--- config.mk ---
export PLATFORM = sky130hd
export DESIGN_NAME = counter_readback_flat
export DESIGN_NICKNAME = d
export VERILOG_FILES = /design/src/rtl/counter_readback_if.sv /design/src/rtl/counter_readback.sv /design/src/flat_wrapper.sv
export SDC_FILE = /design/constraint.sdc
export NUM_CORES = 1
export LEC_CHECK = 0
export BUFFER_PORTS_ARGS = -buffer_cell sky130_fd_sc_hd__buf_2
export CAP_MARGIN = 20
export CORE_MARGIN = 8
export CORE_UTILIZATION = 35
export DETAILED_ROUTE_END_ITERATION = 12
export MAX_ROUTING_LAYER = met4
export PLACE_DENSITY_LB_ADDON = 0.2
export SYNTH_ARGS = -nofsm -noshare
export SYNTH_HDL_FRONTEND = slang
export SYNTH_SLANG_ARGS = --single-unit
--- constraint.sdc ---
create_clock -name CLK -period 1.58 [get_ports CLK]
set_input_delay 0 -clock CLK [delete_from_list [all_inputs] [get_ports CLK]]
set_output_delay 0 -clock CLK [all_outputs]
set_load 0.01 [all_outputs]
--- src/rtl/counter_readback_if.sv ---
// Bus-side signals of one 8254 counter read-back port.
// The master drives strobes and mode; the slave returns bytes and latch status.
interface counter_readback_if;
  logic       COUNTER_SELECTOR;
  logic       CTRL_WRITE;
  logic       LATCH_CMD;
  logic [1:0] RW_MODE;
  logic       RD_N;
  logic [7:0] DATA_OUT;
  logic       DATA_VALID;
  logic       LATCHED;

  modport master (
    output COUNTER_SELECTOR, CTRL_WRITE, LATCH_CMD, RW_MODE, RD_N,
    input  DATA_OUT, DATA_VALID, LATCHED
  );

  modport slave (
    input  COUNTER_SELECTOR, CTRL_WRITE, LATCH_CMD, RW_MODE, RD_N,
    output DATA_OUT, DATA_VALID, LATCHED
  );
endinterface

--- src/rtl/counter_readback.sv ---
// Read-back path of one 8254 counter: returns the count one byte per read strobe,
// honouring RW_MODE byte order and the Counter Latch snapshot.
module counter_readback #(
  parameter int unsigned COUNT_WIDTH = 16,
  parameter int unsigned BYTE_WIDTH  = 8
) (
  input  logic                   CLK,
  input  logic                   RESET,
  counter_readback_if.slave      bus,
  input  logic [COUNT_WIDTH-1:0] CURRENT_COUNT
);

  typedef enum logic [0:0] {StLsb, StMsb} ptr_e;

  ptr_e                   ptr_q;
  logic                   rd_n_q;
  logic [1:0]             rw_mode_q;
  logic [COUNT_WIDTH-1:0] snap_q;
  logic [BYTE_WIDTH-1:0]  shadow_q;

  logic                   ctrl_wr;
  logic                   rd_fall;
  logic [COUNT_WIDTH-1:0] src;
  logic [BYTE_WIDTH-1:0]  rd_byte;
  logic                   rd_release;
  logic                   latched_post;
  logic                   latch_take;

  assign ctrl_wr = bus.CTRL_WRITE & (bus.RW_MODE != 2'b00);
  assign rd_fall = bus.COUNTER_SELECTOR & rd_n_q & ~bus.RD_N;
  assign src     = bus.LATCHED ? snap_q : CURRENT_COUNT;

  always_comb begin
    rd_byte    = src[BYTE_WIDTH-1:0];
    rd_release = 1'b1;
    case (rw_mode_q)
      2'b10:   rd_byte = src[COUNT_WIDTH-1:BYTE_WIDTH];
      2'b11: begin
        if (ptr_q == StMsb) begin
          // Unlatched MSB comes from the shadow so both bytes belong to one count value
          rd_byte = bus.LATCHED ? snap_q[COUNT_WIDTH-1:BYTE_WIDTH] : shadow_q;
        end else begin
          rd_release = 1'b0;
        end
      end
      default: rd_byte = src[BYTE_WIDTH-1:0];
    endcase
    // Latch command is judged against the latch state left by a same-cycle read
    latched_post = bus.LATCHED & ~(rd_fall & rd_release);
    latch_take   = bus.LATCH_CMD & ~latched_post;
  end

  always_ff @(posedge CLK or negedge RESET) begin
    if (!RESET) begin
      ptr_q          <= StLsb;
      rd_n_q         <= 1'b1;
      rw_mode_q      <= 2'b01;
      snap_q         <= '0;
      shadow_q       <= '0;
      bus.DATA_OUT   <= '0;
      bus.DATA_VALID <= 1'b0;
      bus.LATCHED    <= 1'b0;
    end else begin
      rd_n_q         <= bus.RD_N;
      bus.DATA_VALID <= 1'b0;
      if (ctrl_wr) begin
        rw_mode_q   <= bus.RW_MODE;
        ptr_q       <= StLsb;
        bus.LATCHED <= 1'b0;
      end else begin
        if (rd_fall) begin
          bus.DATA_OUT   <= rd_byte;
          bus.DATA_VALID <= 1'b1;
          if (rw_mode_q == 2'b11) begin
            unique case (ptr_q)
              StLsb: begin
                ptr_q <= StMsb;
                if (!bus.LATCHED) shadow_q <= CURRENT_COUNT[COUNT_WIDTH-1:BYTE_WIDTH];
              end
              StMsb: ptr_q <= StLsb;
            endcase
          end
        end
        if (latch_take) snap_q <= CURRENT_COUNT;
        bus.LATCHED <= latched_post | latch_take;
      end
    end
  end

endmodule

--- src/flat_wrapper.sv ---
// flat-port wrapper written by rule: the top's interface ports become plain ports
module counter_readback_flat 
#(
  parameter int unsigned COUNT_WIDTH = 16,
  parameter int unsigned BYTE_WIDTH  = 8
)
  (CLK, RESET, CURRENT_COUNT, bus_COUNTER_SELECTOR, bus_CTRL_WRITE, bus_LATCH_CMD, bus_RW_MODE, bus_RD_N, bus_DATA_OUT, bus_DATA_VALID, bus_LATCHED);
  counter_readback_if bus_i ();
  input  logic CLK;
  input  logic RESET;
  input  logic [COUNT_WIDTH-1:0] CURRENT_COUNT;
  input wire logic [$bits(bus_i.COUNTER_SELECTOR)-1:0] bus_COUNTER_SELECTOR;
  input wire logic [$bits(bus_i.CTRL_WRITE)-1:0] bus_CTRL_WRITE;
  input wire logic [$bits(bus_i.LATCH_CMD)-1:0] bus_LATCH_CMD;
  input wire logic [$bits(bus_i.RW_MODE)-1:0] bus_RW_MODE;
  input wire logic [$bits(bus_i.RD_N)-1:0] bus_RD_N;
  output wire logic [$bits(bus_i.DATA_OUT)-1:0] bus_DATA_OUT;
  output wire logic [$bits(bus_i.DATA_VALID)-1:0] bus_DATA_VALID;
  output wire logic [$bits(bus_i.LATCHED)-1:0] bus_LATCHED;
  assign bus_i.COUNTER_SELECTOR = bus_COUNTER_SELECTOR;
  assign bus_i.CTRL_WRITE = bus_CTRL_WRITE;
  assign bus_i.LATCH_CMD = bus_LATCH_CMD;
  assign bus_i.RW_MODE = bus_RW_MODE;
  assign bus_i.RD_N = bus_RD_N;
  assign bus_DATA_OUT = bus_i.DATA_OUT;
  assign bus_DATA_VALID = bus_i.DATA_VALID;
  assign bus_LATCHED = bus_i.LATCHED;
  counter_readback #(.COUNT_WIDTH(COUNT_WIDTH), .BYTE_WIDTH(BYTE_WIDTH)) u_core (.CLK(CLK), .RESET(RESET), .bus(bus_i), .CURRENT_COUNT(CURRENT_COUNT));
endmodule
==> results of run 1 <==
## worst max-delay path by stage
stage / slack [ns] / to / from / depth (start not counted)
CTS: -0.11 / u_core.shadow_q[6] / u_core.rd_n_q / 5
global placement: -0.10 / u_core.shadow_q[0] / u_core.rd_n_q / 5
detailed placement: -0.12 / u_core.shadow_q[2] / u_core.rd_n_q / 5
floorplan: -0.07 / u_core.shadow_q[0] / u_core.rd_n_q / 5
finish: -0.11 / u_core.shadow_q[6] / u_core.rd_n_q / 4
global route: -0.14 / u_core.shadow_q[6] / u_core.rd_n_q / 4
## Yosys cell counts (2+ instances only)
master / instances / area share
nor2_1: 9 / 0.018
nand2_1: 16 / 0.032
mux2_4: 8 / 0.064
dfrtp_1: 36 / 0.48
o21ai_0: 10 / 0.027
mux2_2: 16 / 0.096
o22ai_1: 8 / 0.027
clkbuf_1: 2 / 0.0040
nand2b_1: 3 / 0.010
mux2i_1: 24 / 0.13
buf_6: 2 / 0.012
a21oi_1: 8 / 0.021
nand3_1: 2 / 0.0053
buf_2: 2 / 0.0053
dfstp_2: 2 / 0.028
## power breakdown
group | internal (mW) | total (mW) | switching (mW)
sequential | 1.19 | 1.32 | 0.127
combinational | 0.429 | 0.787 | 0.359
clock | 0.351 | 0.693 | 0.343
total | 1.97 | 2.80 | 0.829
## timing repair
item	CTS	global route
endpoints found under the setup margin	24	30
endpoints found under the hold margin	64	0
hold buffers	23	0
gates resized for setup	1	6
buffers inserted	1	2
pin swaps	0	0
## layer usage
| layer | vias to the layer above | global-route usage | routed length [microns] |
|---|---|---|---|
| met5 | - | - | 0 |
| met4 | 0 | 0.0483 | 60 |
| met3 | 7 | 0.0432 | 214 |
| met2 | 35 | 0.193 | 2200 |
| met1 | 724 | 0.152 | 2050 |
| li1 | 698 | - | - |
## area by class of cell
cell class              count  share of cell area
multi-input cells         112               0.352
inverters                   1             0.00147
flip-flops and latches     38               0.372
repair buffers             69               0.202
clock inverters             2             0.00489
clock buffers               6              0.0323
well taps                  70              0.0342
## per-stage QoR
| stage | power (mW) | util | setup TNS (ns) | cells |
|---|---|---|---|---|
| finish | 2.80 | 0.498 | -1.63 | 298 |
| global route | 2.96 | 0.498 | -2.49 | 298 |
| CTS | 2.82 | 0.493 | -2.00 | 297 |
| detailed placement | 2.07 | 0.427 | -1.97 | 265 |
| global placement | 2.03 | 0.427 | -1.20 | 265 |
| floorplan | 1.79 | - | -1.12 | 159 |
## worst max-delay path, cell delays in order, from the launching register on
cell	delay (ns)
dfstp_2	0.53
and3b_2	0.24
nand2_4	0.05
or3_4	0.43
mux2_4	0.32
## state kept, by name, indices dropped and copies added (netlist names)
| register | cells |
|---|---|
| u_core.ptr_q | 1 |
| u_core.rd_n_q | 1 |
| u_core.shadow_q | 8 |
| u_core.snap_q | 16 |
| u_core.rw_mode_q | 2 |
| u_core.bus.DATA_OUT | 8 |
| u_core.bus.LATCHED | 1 |
| u_core.bus.DATA_VALID | 1 |
## cells by family (layout without fill, tap and decap cells)
logic type,after synthesis,after routing
muxes,48,48
DFF,38,38
buffers and inverters,9,78
AOI/OAI and AO/OA,29,29
and+or+nand+nor,34,34
xor gates and xnor gates,1,1
==> impl_metrics.yaml, run 1 <==
outcome:
  status: "finished with violations"
  violations: "setup timing"
worst_hold_path:
  hp-class: "input pin to async pin"
synth:
  synth_compound_area_frac: 0.0878
  yosys_register_bits: 38
  syn_avg_cell_area_sq_um: 11.8
  syn-instance-count: 159
  synth_ff_type: "dfrtp_1"
  synth_simple_gate_area_frac: 0.0838
  synth.yosys.seq_area_share: 0.507
  synth_top_family_by_area: "multiplexers"
  synthAdderAreaFrac: 0
  synth_xor_area_frac: 0.00466
  synth_area_sq_mm: 0.00188
  synth-edff-count: 0
  synthArstFlopShare: 1.00
  synth_fp_nets: 183
  synthMuxAreaShare: 0.287
  synthDistinctLibCells: 26
  yosys_warnings: 0
clock_network:
  clockBufferDepth: 2
  htreeDepth: 2
  clkTransAtPathRegs_ns: 0.07
  clk_latency_ns: 0.29
  cts_buffers: 5
  root_buffer: "clkbuf_8"
  clock-sinks: 38
  tritoncts: "done"
timing:
  drv_slew: 0
  setup_viol: 24
  whs_ns: 0.273
  setup_slack_ns: -0.114
  post-route-min-period_ns: 1.69
  timing.fmax_ghz: 0.590
  tightest_slew_ns: 0.465
  relSlewSlack: 0.690
  fin_skew_ns: 0.0102
  rsz0062_at_grt: "true"
  fin_crit_sh: 1.07
  hold_violations: 0
placed_design:
  gp_congestion: 0.814
  place_ws_ns: -0.123
  dp_hpwl_microns: 3150
  placed_cell_area_sq_mm: 0.00220
  io_buffers: 33
route:
  finalWirelength_microns: 4530
  dr.pass1.iters: 4
  drc: 0
  wire_per_inst_microns: 15.2
  vias_per_cell: 4.91
  drt_iter0_markers: 67
  via_count: 1464
  ant_nets: 0
finish:
  final_cell_mix: "dfrtp_1, buf_2, mux2i_1, dlygate4sd3_1, mux2_2"
  multiInputGateArea_sq_um: 902
  design_area_sq_mm: 0.00256
  regArea_sq_um: 953
  drive_above_1_share: 0.395
  num-fill-cells: 493
  num_antenna_cells: 0
  final_common_cell: "dfrtp_1"
  fin_nets: 251
  areaGrowthSynthToFinish_pct: 36.1
floorplan:
  die_h_microns: 89.3
  start_util: 0.366
  num_io_pins: 34
  dieArea_sq_mm: 0.00797
  core_area_sq_mm: 0.00514
  die_w_microns: 89.3
  core.rowCount: 26
global_route:
  grt_start_max_net_pins: 39
  grt_pass1_wl_microns: 7250
  antenna_found_initial: 0
  overflow: 0
  grt_util_all_layers: 0.127
  grt_pass1_vias: 1461
power:
  p_per_area_mw_per_mm2: 1090
  vdd_drop_max_mv: 0.531
  leakagePower_nw: 1.22
critical_path:
  crit_type: "flip-flop to flip-flop"
  path_max_fanout: 8
  r2r_slack_ns: -0.11
  endpoint_kind: "flip-flop"
  r2r_end: "u_core.shadow_q[6]"
  startpoint_type: "flip-flop"
  ff2ff_path_depth: 4
  required_ns: 1.75
  rr_startpoint: "u_core.rd_n_q"
  cp.arrival_ns: 1.87
run:
  maxCapViolations: 0
(Power assumes the default switching activity.)
==> run 2, diff against run 1 <==
==> constraint.sdc (replaced) <==
create_clock -name CLK -period 1.58 [get_ports CLK]
set_input_delay 0.158 -clock CLK [delete_from_list [all_inputs] [get_ports CLK]]
set_output_delay 0.158 -clock CLK [all_outputs]
set_load 0.01 [all_outputs]
==> run 2 against run 1 <==
The run still ends with setup timing left; worst setup slack better by 0.026 ns; power shrank 1.4%; worst hold slack worse by 0.16 ns; critical endpoint is now u_core.shadow_q[4]; largest power group unchanged; sequential cell count did not move; cell count is 7.4% lower.
==> impl_metrics.yaml, run 2 (synthesis results as in run 1) <==
outcome:
  status: "finished with violations"
  violations: "setup timing"
worst_hold_path:
  hp-class: "input pin to flip-flop"
  hold_path_depth: 3
timing:
  rsz0062_at_grt: "true"
  hold_violations: 0
  relSlewSlack: 0.681
  post-route-min-period_ns: 1.67
  timing.fmax_ghz: 0.599
  whs_ns: 0.110
  tightest_slew_ns: 0.479
  fin_crit_sh: 1.06
  drv_slew: 0
  setup_viol: 24
  setup_slack_ns: -0.0883
  fin_tns_setup_ns: -0.946
  fin_skew_ns: 0.00706
finish:
  areaGrowthSynthToFinish_pct: 25.9
  num_antenna_cells: 0
  biggestRegsByFlops: "u_core.snap_q x16, u_core.bus.DATA_OUT x8, u_core.shadow_q x8"
  top_register: "u_core.snap_q"
  fin_nets: 229
  drive_above_1_share: 0.437
  largest_reg_flops: 16
  multiInputGateArea_sq_um: 915
  regArea_sq_um: 955
  final_cell_mix: "dfrtp_1, buf_2, mux2i_1, mux2_2, nand2_1"
  num-fill-cells: 505
  final_common_cell: "dfrtp_1"
critical_path:
  critPathMaxStageDelay_ns: 0.52
  path_max_fanout: 8
  cp_num_buf_inv: 0
  r2r_slack_ns: -0.09
  crit_family: "simple AND/OR/NAND/NOR gates"
  crit_cells: 4
  endpoint_kind: "flip-flop"
  cp.arrival_ns: 1.84
  startpoint_type: "flip-flop"
  crit_slowest_cell: "dfstp_2"
  crit_type: "flip-flop to flip-flop"
  rr_startpoint: "u_core.rd_n_q"
  cp_cell_sequence: "and3b_2, nand2_4, or3_4, mux2_4"
  required_ns: 1.75
  r2r_end: "u_core.shadow_q[4]"
  setup.worst_path.start: "u_core.rd_n_q"
  ff2ff_path_depth: 4
  endpoint: "u_core.shadow_q[4]"
route:
  drt_iter0_markers: 70
  drc: 0
  wire_per_inst_microns: 15.7
  via_count: 1355
  ant_nets: 0
  finalWirelength_microns: 4340
  dr.pass1.iters: 4
  vias_per_cell: 4.91
clock_network:
  cts_buffers: 5
  clkTransAtPathRegs_ns: 0.07
  root_buffer: "clkbuf_8"
  clock-sinks: 38
  htreeDepth: 2
  clk_latency_ns: 0.29
  clockBufferDepth: 2
  tritoncts: "done"
global_route:
  overflow: 0
  grt_start_max_net_pins: 21
  grt_pass1_vias: 1483
  grt_util_all_layers: 0.124
  grt_pass1_wl_microns: 7210
  antenna_found_initial: 0
floorplan:
  die_h_microns: 89.3
  dieArea_sq_mm: 0.00797
  core.rowCount: 26
  die_w_microns: 89.3
  num_io_pins: 34
  core_area_sq_mm: 0.00514
  start_util: 0.366
power:
  vdd_drop_max_mv: 0.563
  p_per_area_mw_per_mm2: 1170
  total_power_mw: 2.76
  leakagePower_nw: 1.13
placed_design:
  dp_hpwl_microns: 3290
  io_buffers: 33
  gp_congestion: 0.816
run:
  maxCapViolations: 0
run 2: layout make-up:
type / instances / area share
flip-flops and latches: 38 / 0.403
multi-input cells: 112 / 0.386
well taps: 70 / 0.0370
clock buffers: 7 / 0.0365
clock inverters: 1 / 0.00211
inverters: 1 / 0.00158
repair buffers: 47 / 0.134
run 2: worst min-delay path: cells and delay by family:
family / cells / cell delay, ns
simple gates: 1 / 0.08
compound gates: 1 / 0.04
buf+inv: 1 / 0.09
run 2: how the worst min path moves through the flow:
stage                                start                     end  slack (ns)
after detailed placement             RESET        u_core.snap_q[2]        0.15
final                        bus_LATCH_CMD      u_core.bus.LATCHED        0.11
after global routing         bus_LATCH_CMD      u_core.bus.LATCHED        0.11
after floorplan                      RESET  u_core.bus.DATA_OUT[0]       -0.14
after global placement               RESET        u_core.snap_q[1]        0.14
after CTS                 CURRENT_COUNT[1]        u_core.snap_q[1]        0.11
run 2: metrics by stage:
step	std cells	utilization	setup slack (ns)	instance area [sq um]
2_1_floorplan	159	-	-0.0654	1890
3_3_place_gp	265	0.430	-0.101	2210
3_5_place_dp	265	0.430	-0.124	2210
4_1_cts	276	0.454	-0.104	2330
5_1_grt	276	0.461	-0.129	2370
6_report	276	0.461	-0.0883	2370
run 2: what timing repair did:
item | 4_1_cts | 5_1_grt
hold buffers | 2 | 0
buffers inserted | 1 | 1
gates resized for setup | 1 | 10
setup endpoints to repair | 24 | 29
endpoints found under the hold margin | 20 | 0
run 2: metal layers:
| layer | wire [microns] | vias up | track usage | share of wire |
|---|---|---|---|---|
| met2 | 2070 | 32 | 0.192 | 0.48 |
| met3 | 223 | 9 | 0.0331 | 0.051 |
| met5 | 0 | - | - | 0 |
| li1 | - | 656 | - | - |
| met1 | 1960 | 658 | 0.148 | 0.45 |
| met4 | 84 | 0 | 0.0514 | 0.019 |
run 2: power breakdown:
group          total, mW  switching (mW)  leakage (nW)  internal (mW)
logic              0.756           0.355         0.620          0.401
clock network      0.680           0.328        0.0482          0.352
registers           1.32           0.131         0.464           1.19
==> run 3, diff against run 2 <==
--- a/config.mk
+++ b/config.mk
@@ -12,6 +12,9 @@
 export DETAILED_ROUTE_END_ITERATION = 12
 export MAX_ROUTING_LAYER = met4
 export PLACE_DENSITY_LB_ADDON = 0.2
+export RECOVER_POWER = 25
+export SKIP_LAST_GASP = 1
 export SYNTH_ARGS = -nofsm -noshare
 export SYNTH_HDL_FRONTEND = slang
 export SYNTH_SLANG_ARGS = --single-unit
+export TNS_END_PERCENT = 1
==> run 3 against run 2 <==
The run still ends with setup timing left; sequential share of layout area grew 0.55 points; non-clock buffer count decreased by 2; cell count fell by 0.72%; clock skew about the same; die area unchanged; critical endpoint is now u_core.shadow_q[5]; largest cell class unchanged.
==> impl_metrics.yaml, run 3 (synthesis results as in run 1) <==
outcome:
  status: "finished with violations"
  violations: "setup timing"
critical_path:
  cp_num_buf_inv: 0
  cp.arrival_ns: 1.82
  critPathMaxStageDelay_ns: 0.52
  startpoint_type: "flip-flop"
  path_max_fanout: 8
  crit_type: "flip-flop to flip-flop"
  crit_slowest_cell: "dfstp_2"
  cp_cell_sequence: "and3b_2, nand2_4, or3_4, mux2_4"
  required_ns: 1.75
  crit_family: "simple AND/OR/NAND/NOR gates"
  endpoint_kind: "flip-flop"
placed_design:
  place_ws_ns: -0.116
  dp_hpwl_microns: 3300
  io_buffers: 33
  placed_cell_area_sq_mm: 0.00221
  gp_congestion: 0.808
global_route:
  antenna_found_initial: 0
  grt_pass1_wl_microns: 7020
  grt_pass1_vias: 1397
  grt_util_all_layers: 0.122
  grt_start_max_net_pins: 23
  overflow: 0
floorplan:
  die_w_microns: 89.3
  num_io_pins: 34
  start_util: 0.366
  dieArea_sq_mm: 0.00797
  die_h_microns: 89.3
  core.rowCount: 26
  core_area_sq_mm: 0.00514
finish:
  drive_above_1_share: 0.392
  fin_nets: 227
  final_common_cell: "dfrtp_1"
  postLayoutCoreUtil: 0.454
  num-fill-cells: 509
  num_antenna_cells: 0
  final_cell_mix: "dfrtp_1, buf_2, mux2i_1, nand2_1, mux2_2"
  top_register: "u_core.snap_q"
  largest_reg_flops: 16
  areaGrowthSynthToFinish_pct: 24.1
  design_area_sq_mm: 0.00233
  biggestRegsByFlops: "u_core.snap_q x16, u_core.bus.DATA_OUT x8, u_core.shadow_q x8"
timing:
  timing.fmax_ghz: 0.604
  fin_skew_ns: 0.00685
  drv_slew: 0
  fin_crit_sh: 1.05
  rsz0062_at_grt: "true"
  setup_viol: 24
  post-route-min-period_ns: 1.66
  tightest_slew_ns: 1.11
  setup_slack_ns: -0.0753
  whs_ns: 0.112
  relSlewSlack: 0.259
  hold_violations: 0
clock_network:
  post-cts-setup-buffers: 0
  clockBufferDepth: 2
  clkTransAtPathRegs_ns: 0.07
  cts_buffers: 5
  htreeDepth: 2
  root_buffer: "clkbuf_8"
  clock-sinks: 38
  clk_latency_ns: 0.29
  tritoncts: "done"
power:
  p_seq_frac: 0.460
  p_per_area_mw_per_mm2: 1230
  clkPwrFrac: 0.282
  power_frac_comb: 0.258
  leakagePower_nw: 1.13
  vdd_drop_max_mv: 0.528
  swShare: 0.285
  internal_power_mw: 2.04
  power.switching_uw: 815
run:
  maxCapViolations: 0
route:
  drt_iter0_markers: 59
  dr.pass1.iters: 4
  via_count: 1347
  wire_per_inst_microns: 16.1
  ant_nets: 0
  vias_per_cell: 4.92
  drc: 0
  finalWirelength_microns: 4410
worst_hold_path:
  hp-class: "input pin to flip-flop"
==> run 3: timing repair <==
item                                   CTS  global route
hold buffers                             2             0
endpoints found under the hold margin   17             0
gates cloned                             0             0
setup endpoints to repair               24            26
resized for setup                        2             0
==> run 3: worst paths after layout <==
path | from | to | slack [ns] | cells past startpoint
min in group asynchronous | RESET | u_core.snap_q[15] | 0.60 | 2
setup / recovery | u_core.rd_n_q | u_core.shadow_q[5] | -0.08 | 4
hold / removal | bus_RW_MODE[0] | u_core.rw_mode_q[0] | 0.11 | 3
max in group asynchronous | RESET | u_core.bus.DATA_VALID | 0.31 | 2
hold reg to reg | u_core.bus.DATA_OUT[2] | u_core.bus.DATA_OUT[2] | 0.47 | 2
setup reg to reg | u_core.rd_n_q | u_core.shadow_q[5] | -0.08 | 4
==> run 3: worst min-delay path: cells and delay by family <==
family                 cells  cell delay, ns
buffers and inverters      1            0.12
and+or+nand+nor            2            0.12
==> run 3: layer usage <==
metal,up-vias,share of wire,global-route usage
met1,663,0.47,0.153
met5,-,0,-
met2,27,0.47,0.185
li1,650,-,-
met4,0,0.012,0.0438
met3,7,0.044,0.0303
==> run 3: layout make-up <==
class,count,area [sq um],area share
Clock buffer,5,68.8,0.0295
Clock inverter,3,40.0,0.0172
Inverter,1,3.75,0.00161
Multi-Input combinational cell,112,885,0.379
Sequential cell,38,953,0.409
Tap cell,70,87.6,0.0375
Timing Repair Buffer,45,295,0.127
==> run 3: metrics by stage <==
step / TNS, ns / total power, mW / std cells
floorplan: -1.12 / 1.79 / 159
global placement: -0.987 / 2.03 / 265
detailed placement: -1.84 / 2.07 / 265
CTS: -1.92 / 2.90 / 275
global route: -2.36 / 3.03 / 274
finish: -1.51 / 2.86 / 274
==> run 3: power by group through the flow <==
stage | Sequential (mW) | Combinational (mW) | Clock [mW]
2_1_floorplan | 1.34 | 0.451 | 0
3_3_place_gp | 1.32 | 0.709 | 0
3_5_place_dp | 1.34 | 0.738 | 0
4_1_cts | 1.32 | 0.747 | 0.832
5_1_grt | 1.35 | 0.815 | 0.869
6_report | 1.32 | 0.737 | 0.806
